[config.mk]
export PLATFORM = sky130hd
export DESIGN_NAME = pipe_mw_elastic
export DESIGN_NICKNAME = d
export VERILOG_FILES = /design/src/rtl/pipe_mw_pkg.sv /design/src/rtl/pipe_mw_slot.sv /design/src/rtl/pipe_mw_elastic.sv
export SDC_FILE = /design/constraint.sdc
export NUM_CORES = 1
export LEC_CHECK = 0
export ABC_AREA = 1
export BUFFER_PORTS_ARGS = -buffer_cell sky130_fd_sc_hd__buf_4
export CAP_MARGIN = 10
export CORE_MARGIN = 2
export CORE_UTILIZATION = 60
export DETAILED_ROUTE_END_ITERATION = 12
export MAX_ROUTING_LAYER = met4
export PLACE_DENSITY_LB_ADDON = 0.25
export SKIP_LAST_GASP = 1
export SYNTH_ARGS = -nofsm -noshare
export SYNTH_HDL_FRONTEND = slang
export SYNTH_SLANG_ARGS = --single-unit
export TNS_END_PERCENT = 20
[constraint.sdc]
create_clock -name clock -period 8.02 [get_ports clock]
set_input_delay 0.802 -clock clock [delete_from_list [all_inputs] [get_ports clock]]
set_output_delay 0.802 -clock clock [all_outputs]
set_load 0.02 [all_outputs]
[src/rtl/pipe_mw_pkg.sv]
// pipe_mw_pkg: shared widths, payload struct and state encoding for the elastic MEM->WB stage
package pipe_mw_pkg;
  localparam int DATA_W_DEF = 32;
  localparam int RN_W_DEF = 5;
  localparam int CNT_W_DEF = 16;
  typedef struct packed {
    logic wreg;
    logic m2reg;
    logic [DATA_W_DEF-1:0] mo;
    logic [DATA_W_DEF-1:0] alu;
    logic [RN_W_DEF-1:0] rn;
  } mw_payload_t;
  typedef enum logic [1:0] {EMPTY, ONE, FULL} mw_state_t;
endpackage

[src/rtl/pipe_mw_slot.sv]
// pipe_mw_slot: load-enabled payload register, cleared by asynchronous reset
// ports: clock, reset (async, active-high), ld (load enable), d (next payload), q (held payload)
module pipe_mw_slot #(
  parameter int W = 8
) (
  input  logic         clock,
  input  logic         reset,
  input  logic         ld,
  input  logic [W-1:0] d,
  output logic [W-1:0] q
);
  always_ff @(posedge clock or posedge reset)
    if (reset) q <= '0;
    else if (ld) q <= d;
endmodule

[src/rtl/pipe_mw_elastic.sv]
// pipe_mw_elastic: elastic MEM->WB stage with 2-entry skid buffer, valid/ready on both sides and flush
// ports: clock, reset (async, active-high), flush (sync);
//   MEM side: m_valid, m_ready, mwreg, mm2reg, mmo, malu, mrn;
//   WB side: w_valid, w_ready, wwreg, wm2reg (both gated by w_valid), wmo, walu, wrn;
//   stall_cnt only when PIPE_MW_STALL_CNT_EN is defined (saturating count of stalled valid cycles)
module pipe_mw_elastic
  import pipe_mw_pkg::*;
#(
  parameter int DATA_W = DATA_W_DEF,
  parameter int RN_W = RN_W_DEF
`ifdef PIPE_MW_STALL_CNT_EN
  , parameter int CNT_W = CNT_W_DEF
`endif
) (
  input  logic              clock,
  input  logic              reset,
  input  logic              flush,
  input  logic              m_valid,
  output logic              m_ready,
  input  logic              mwreg,
  input  logic              mm2reg,
  input  logic [DATA_W-1:0] mmo,
  input  logic [DATA_W-1:0] malu,
  input  logic [RN_W-1:0]   mrn,
  output logic              w_valid,
  input  logic              w_ready,
  output logic              wwreg,
  output logic              wm2reg,
  output logic [DATA_W-1:0] wmo,
  output logic [DATA_W-1:0] walu,
  output logic [RN_W-1:0]   wrn
`ifdef PIPE_MW_STALL_CNT_EN
  , output logic [CNT_W-1:0] stall_cnt
`endif
);
  localparam int PW = 2 * DATA_W + RN_W + 2;
  mw_state_t state, state_nxt;
  logic in_fire, out_fire, main_ld, skid_ld, main_wreg, main_m2reg;
  logic [PW-1:0] in_pl, main_d, main_q, skid_q;
  assign in_fire = m_valid & m_ready;
  assign out_fire = w_valid & w_ready;
  assign in_pl = {mwreg, mm2reg, mmo, malu, mrn};
  always_ff @(posedge clock or posedge reset)
    if (reset) state <= EMPTY;
    else state <= state_nxt;
  always_comb begin
    state_nxt = flush ? EMPTY :
                state == EMPTY ? (in_fire ? ONE : EMPTY) :
                state == ONE ? (in_fire & ~out_fire ? FULL : ~in_fire & out_fire ? EMPTY : ONE) :
                (out_fire ? ONE : FULL);
  end
  // m_ready decodes only the state register, so w_ready never reaches it combinationally
  always_comb begin
    m_ready = state != FULL;
    w_valid = state != EMPTY;
  end
  // flush suppresses every load: the offered payload is dropped and slots keep their contents
  assign main_ld = ~flush & (state == FULL ? out_fire : in_fire & (state == EMPTY | out_fire));
  assign skid_ld = ~flush & (state == ONE) & in_fire & ~out_fire;
  assign main_d = state == FULL ? skid_q : in_pl;
  pipe_mw_slot #(.W(PW)) u_main (
    .clock(clock), .reset(reset), .ld(main_ld), .d(main_d), .q(main_q)
  );
  pipe_mw_slot #(.W(PW)) u_skid (
    .clock(clock), .reset(reset), .ld(skid_ld), .d(in_pl), .q(skid_q)
  );
  assign {main_wreg, main_m2reg, wmo, walu, wrn} = main_q;
  assign wwreg = main_wreg & w_valid;
  assign wm2reg = main_m2reg & w_valid;
`ifdef PIPE_MW_STALL_CNT_EN
  always_ff @(posedge clock or posedge reset)
    if (reset) stall_cnt <= '0;
    else if (w_valid & ~w_ready & ~&stall_cnt) stall_cnt <= stall_cnt + 1'b1;
`endif
endmodule

==> metrics <==
status=finished clean; max-slew violation count=0; clock share of power=0.351; Min-Delay Path Class=primary input to async pin; CTS buffer count=17; Synth cell types=18; CP Data Required Time=approximately 7.2 ns; Setup Viol. Count Final=0; RSZ-0062 raised after global routing=no; number of fill cells=between 900 and 1000; post-layout minimum cycle time=3.397 ns; Core Area=11960 um2; Final Power=approximately 2.4 mW; Ys Warns=0; post-synth net total=between 1000 and 1500; headroom to the max-slew limit=0.2981; largest net degree at the start of global routing=92; placed instance area=7800 um2; worst r2r path cells=8; Max Fclk=294.4 MHz; Die W=around 110 um; Routed Wire Length=approximately 16000 um; Post-Syn Instances=roughly 940; sequential share of power=0.428; Buf/Inv on CP=3; routed length per instance=14.09 um; CP max FO=72; crit path launch type=register; fin crit share=0.4235; commonest non-fill, non-tap cell in the layout=nand2_1; synthesis-stage register bit count=~140; sequential cell area=approximately 3600 um2; Pre-antenna DRT Iters=5; Worst R2R Start=state[0]$_DFF_PP0_; area of the mapped netlist=between 7000 and 8000 um2; Sink Count=144; Remaining DRCs=0; Worst-Skew Late Latency=0.42 ns; Top Family by Delay on Critical Path=buffers and inverters; cell repeated most along the worst path=buf_4; vias in the first global route=between 5000 and 6000; Starting Density=0.6134; Crit path arrival time=approximately 2.6 ns; Lkg Pwr=between 4 and 5 nW; ant diodes=0; Worst-path clk slew=0.06 ns; Via density=approximately 5; die height=between 100 and 150 um; flop2flop setup slack=4.90 ns; Comb power frac=0.222; CTS Hold Buffers Added=0; Clock Tree Buf Depth=2; CTS tree=built; Pwr Density=approximately 280 nW/um2; grt total ovfl=0; Final nets=1066; Avg Cell Area, Syn=~8 um2; Least-Margin Pin Slew=1.053 ns; MaxCap Viol Count=0; H-tree Lvls=4; Critical-path top delay cell=dfrtp_2; Hold WS=0.4440 ns; critical path class=register to output port; initial antenna violation count=0; P_int=~1.7 mW; Switching Fraction=0.3010; clk root buf=clkbuf_16; first-pass GRT wire length=about 27000 um; buffers inserted by post-CTS timing repair=0; commonest cells after routing, fill and taps aside=361 x nand2_1, 155 x buf_4, 143 x nand3_1, 143 x dfrtp_1, 78 x inv_1; sequential area share after synthesis=0.4911; number of port buffers=approximately 150; DRT iter0 DRCs=404; GRT Util Overall=0.2637; VDD IR max=between 0.1 and 0.15 mV; detailed-route via count=between 5000 and 6000; setup TNS after final layout=0 ns; slowest stage delay, CP=about 0.82 ns; Layout area overhead=14.80%; final instance area=between 8000 and 9000 um2; sw power=approximately 720 uW; FF-to-FF End=u_main.q[34]$_DFFE_PP0P_; number of core rows=40; CTS resizes=0; I/O pins=149; Final HPWL DP=between 9000 and 10000 um; crit path cell chain=buf_4 > nand2_2 > buf_4 > buf_4; RePlAce Congestion=around 0.8; layout cells sized above 1=0.1916; die area=between 10000 and 15000 um2; final-report hold violation count=0; Final Skew=around 0.0086 ns; Critical Path Sink Type=output port; post-route ant nets=0; multi-input logic area=2542 um2
cell usage after synthesis:
cell type	count	area, um2
nand2_1	361	1355
dfrtp_1	144	3603
nand3_1	143	715.7
inv_1	80	300.3
buf_4	72	540.5
o21ai_0	67	335.3
buf_2	31	155.2
buf_6	14	157.7
clkbuf_1	11	41.29
nor2_1	7	26.28
o21ai_1	5	25.02
nand2_2	2	12.51
nand3_2	2	20.02
a21oi_1	1	5.000
buf_1	1	3.750
ha_1	1	12.51
nor2_8	1	20.02
o31ai_1	1	7.510
how the worst max path moves through the flow:
stage                     cells past startpoint          startpoint                       end
after floorplan                               1               reset        state[0]$_DFF_PP0_
after global placement                        8  state[0]$_DFF_PP0_  u_main.q[23]$_DFFE_PP0P_
after detailed placement                      8  state[0]$_DFF_PP0_  u_main.q[34]$_DFFE_PP0P_
after CTS                                     4  state[1]$_DFF_PP0_                   m_ready
after global routing                          4  state[1]$_DFF_PP0_                   m_ready
final                                         4  state[1]$_DFF_PP0_                   m_ready
routing by layer:
layer / GRT usage / routed length [um] / vias to the layer above
met2: 0.3826 / 7371 / 200
met3: 0.05453 / 1002 / 21
li1: - / - / 2965
met5: - / 0 / -
met4: 0.07236 / 186 / 0
met1: 0.3795 / 7632 / 2699
cell families after synthesis:
family                   share of synthesized area
buffers and inverters                       0.1634
AND/OR/NAND/NOR                             0.2930
adder cells (fa/ha/maj)                   0.001705
flip-flops                                  0.4911
AO/OA/AOI/OAI                              0.05082
sequential cells by signal, summed over array words and instances (netlist names):
| register | count |
|---|---|
| u_skid.q | 71 |
| state | 2 |
| u_main.q | 71 |
power groups by stage:
stage	combinational [mW]	sequential, mW	clock (mW)
2_1_floorplan	0.446	0.992	0
4_1_cts	0.532	1.01	0.840
6_report	0.527	1.02	0.833
3_3_place_gp	0.514	1.02	0
3_5_place_dp	0.529	1.02	0
5_1_grt	0.590	1.04	0.875
through the flow:
stage	setup WS, ns	cells	utilization
global route	4.511	1149	0.7042
global placement	4.997	1117	0.6521
floorplan	3.352	944	-
detailed placement	4.934	1117	0.6521
finish	4.623	1149	0.7042
CTS	4.647	1149	0.7042
final cells by class:
class / count / area share
clock inverters: 10 / 0.01887
flip-flops and latches: 144 / 0.4280
clock buffers: 22 / 0.05511
inverters: 80 / 0.03624
repair buffers: 155 / 0.1381
multi-input cells: 591 / 0.3018
well taps: 147 / 0.02184
No activity file was read; power rests on OpenSTA's default activity.
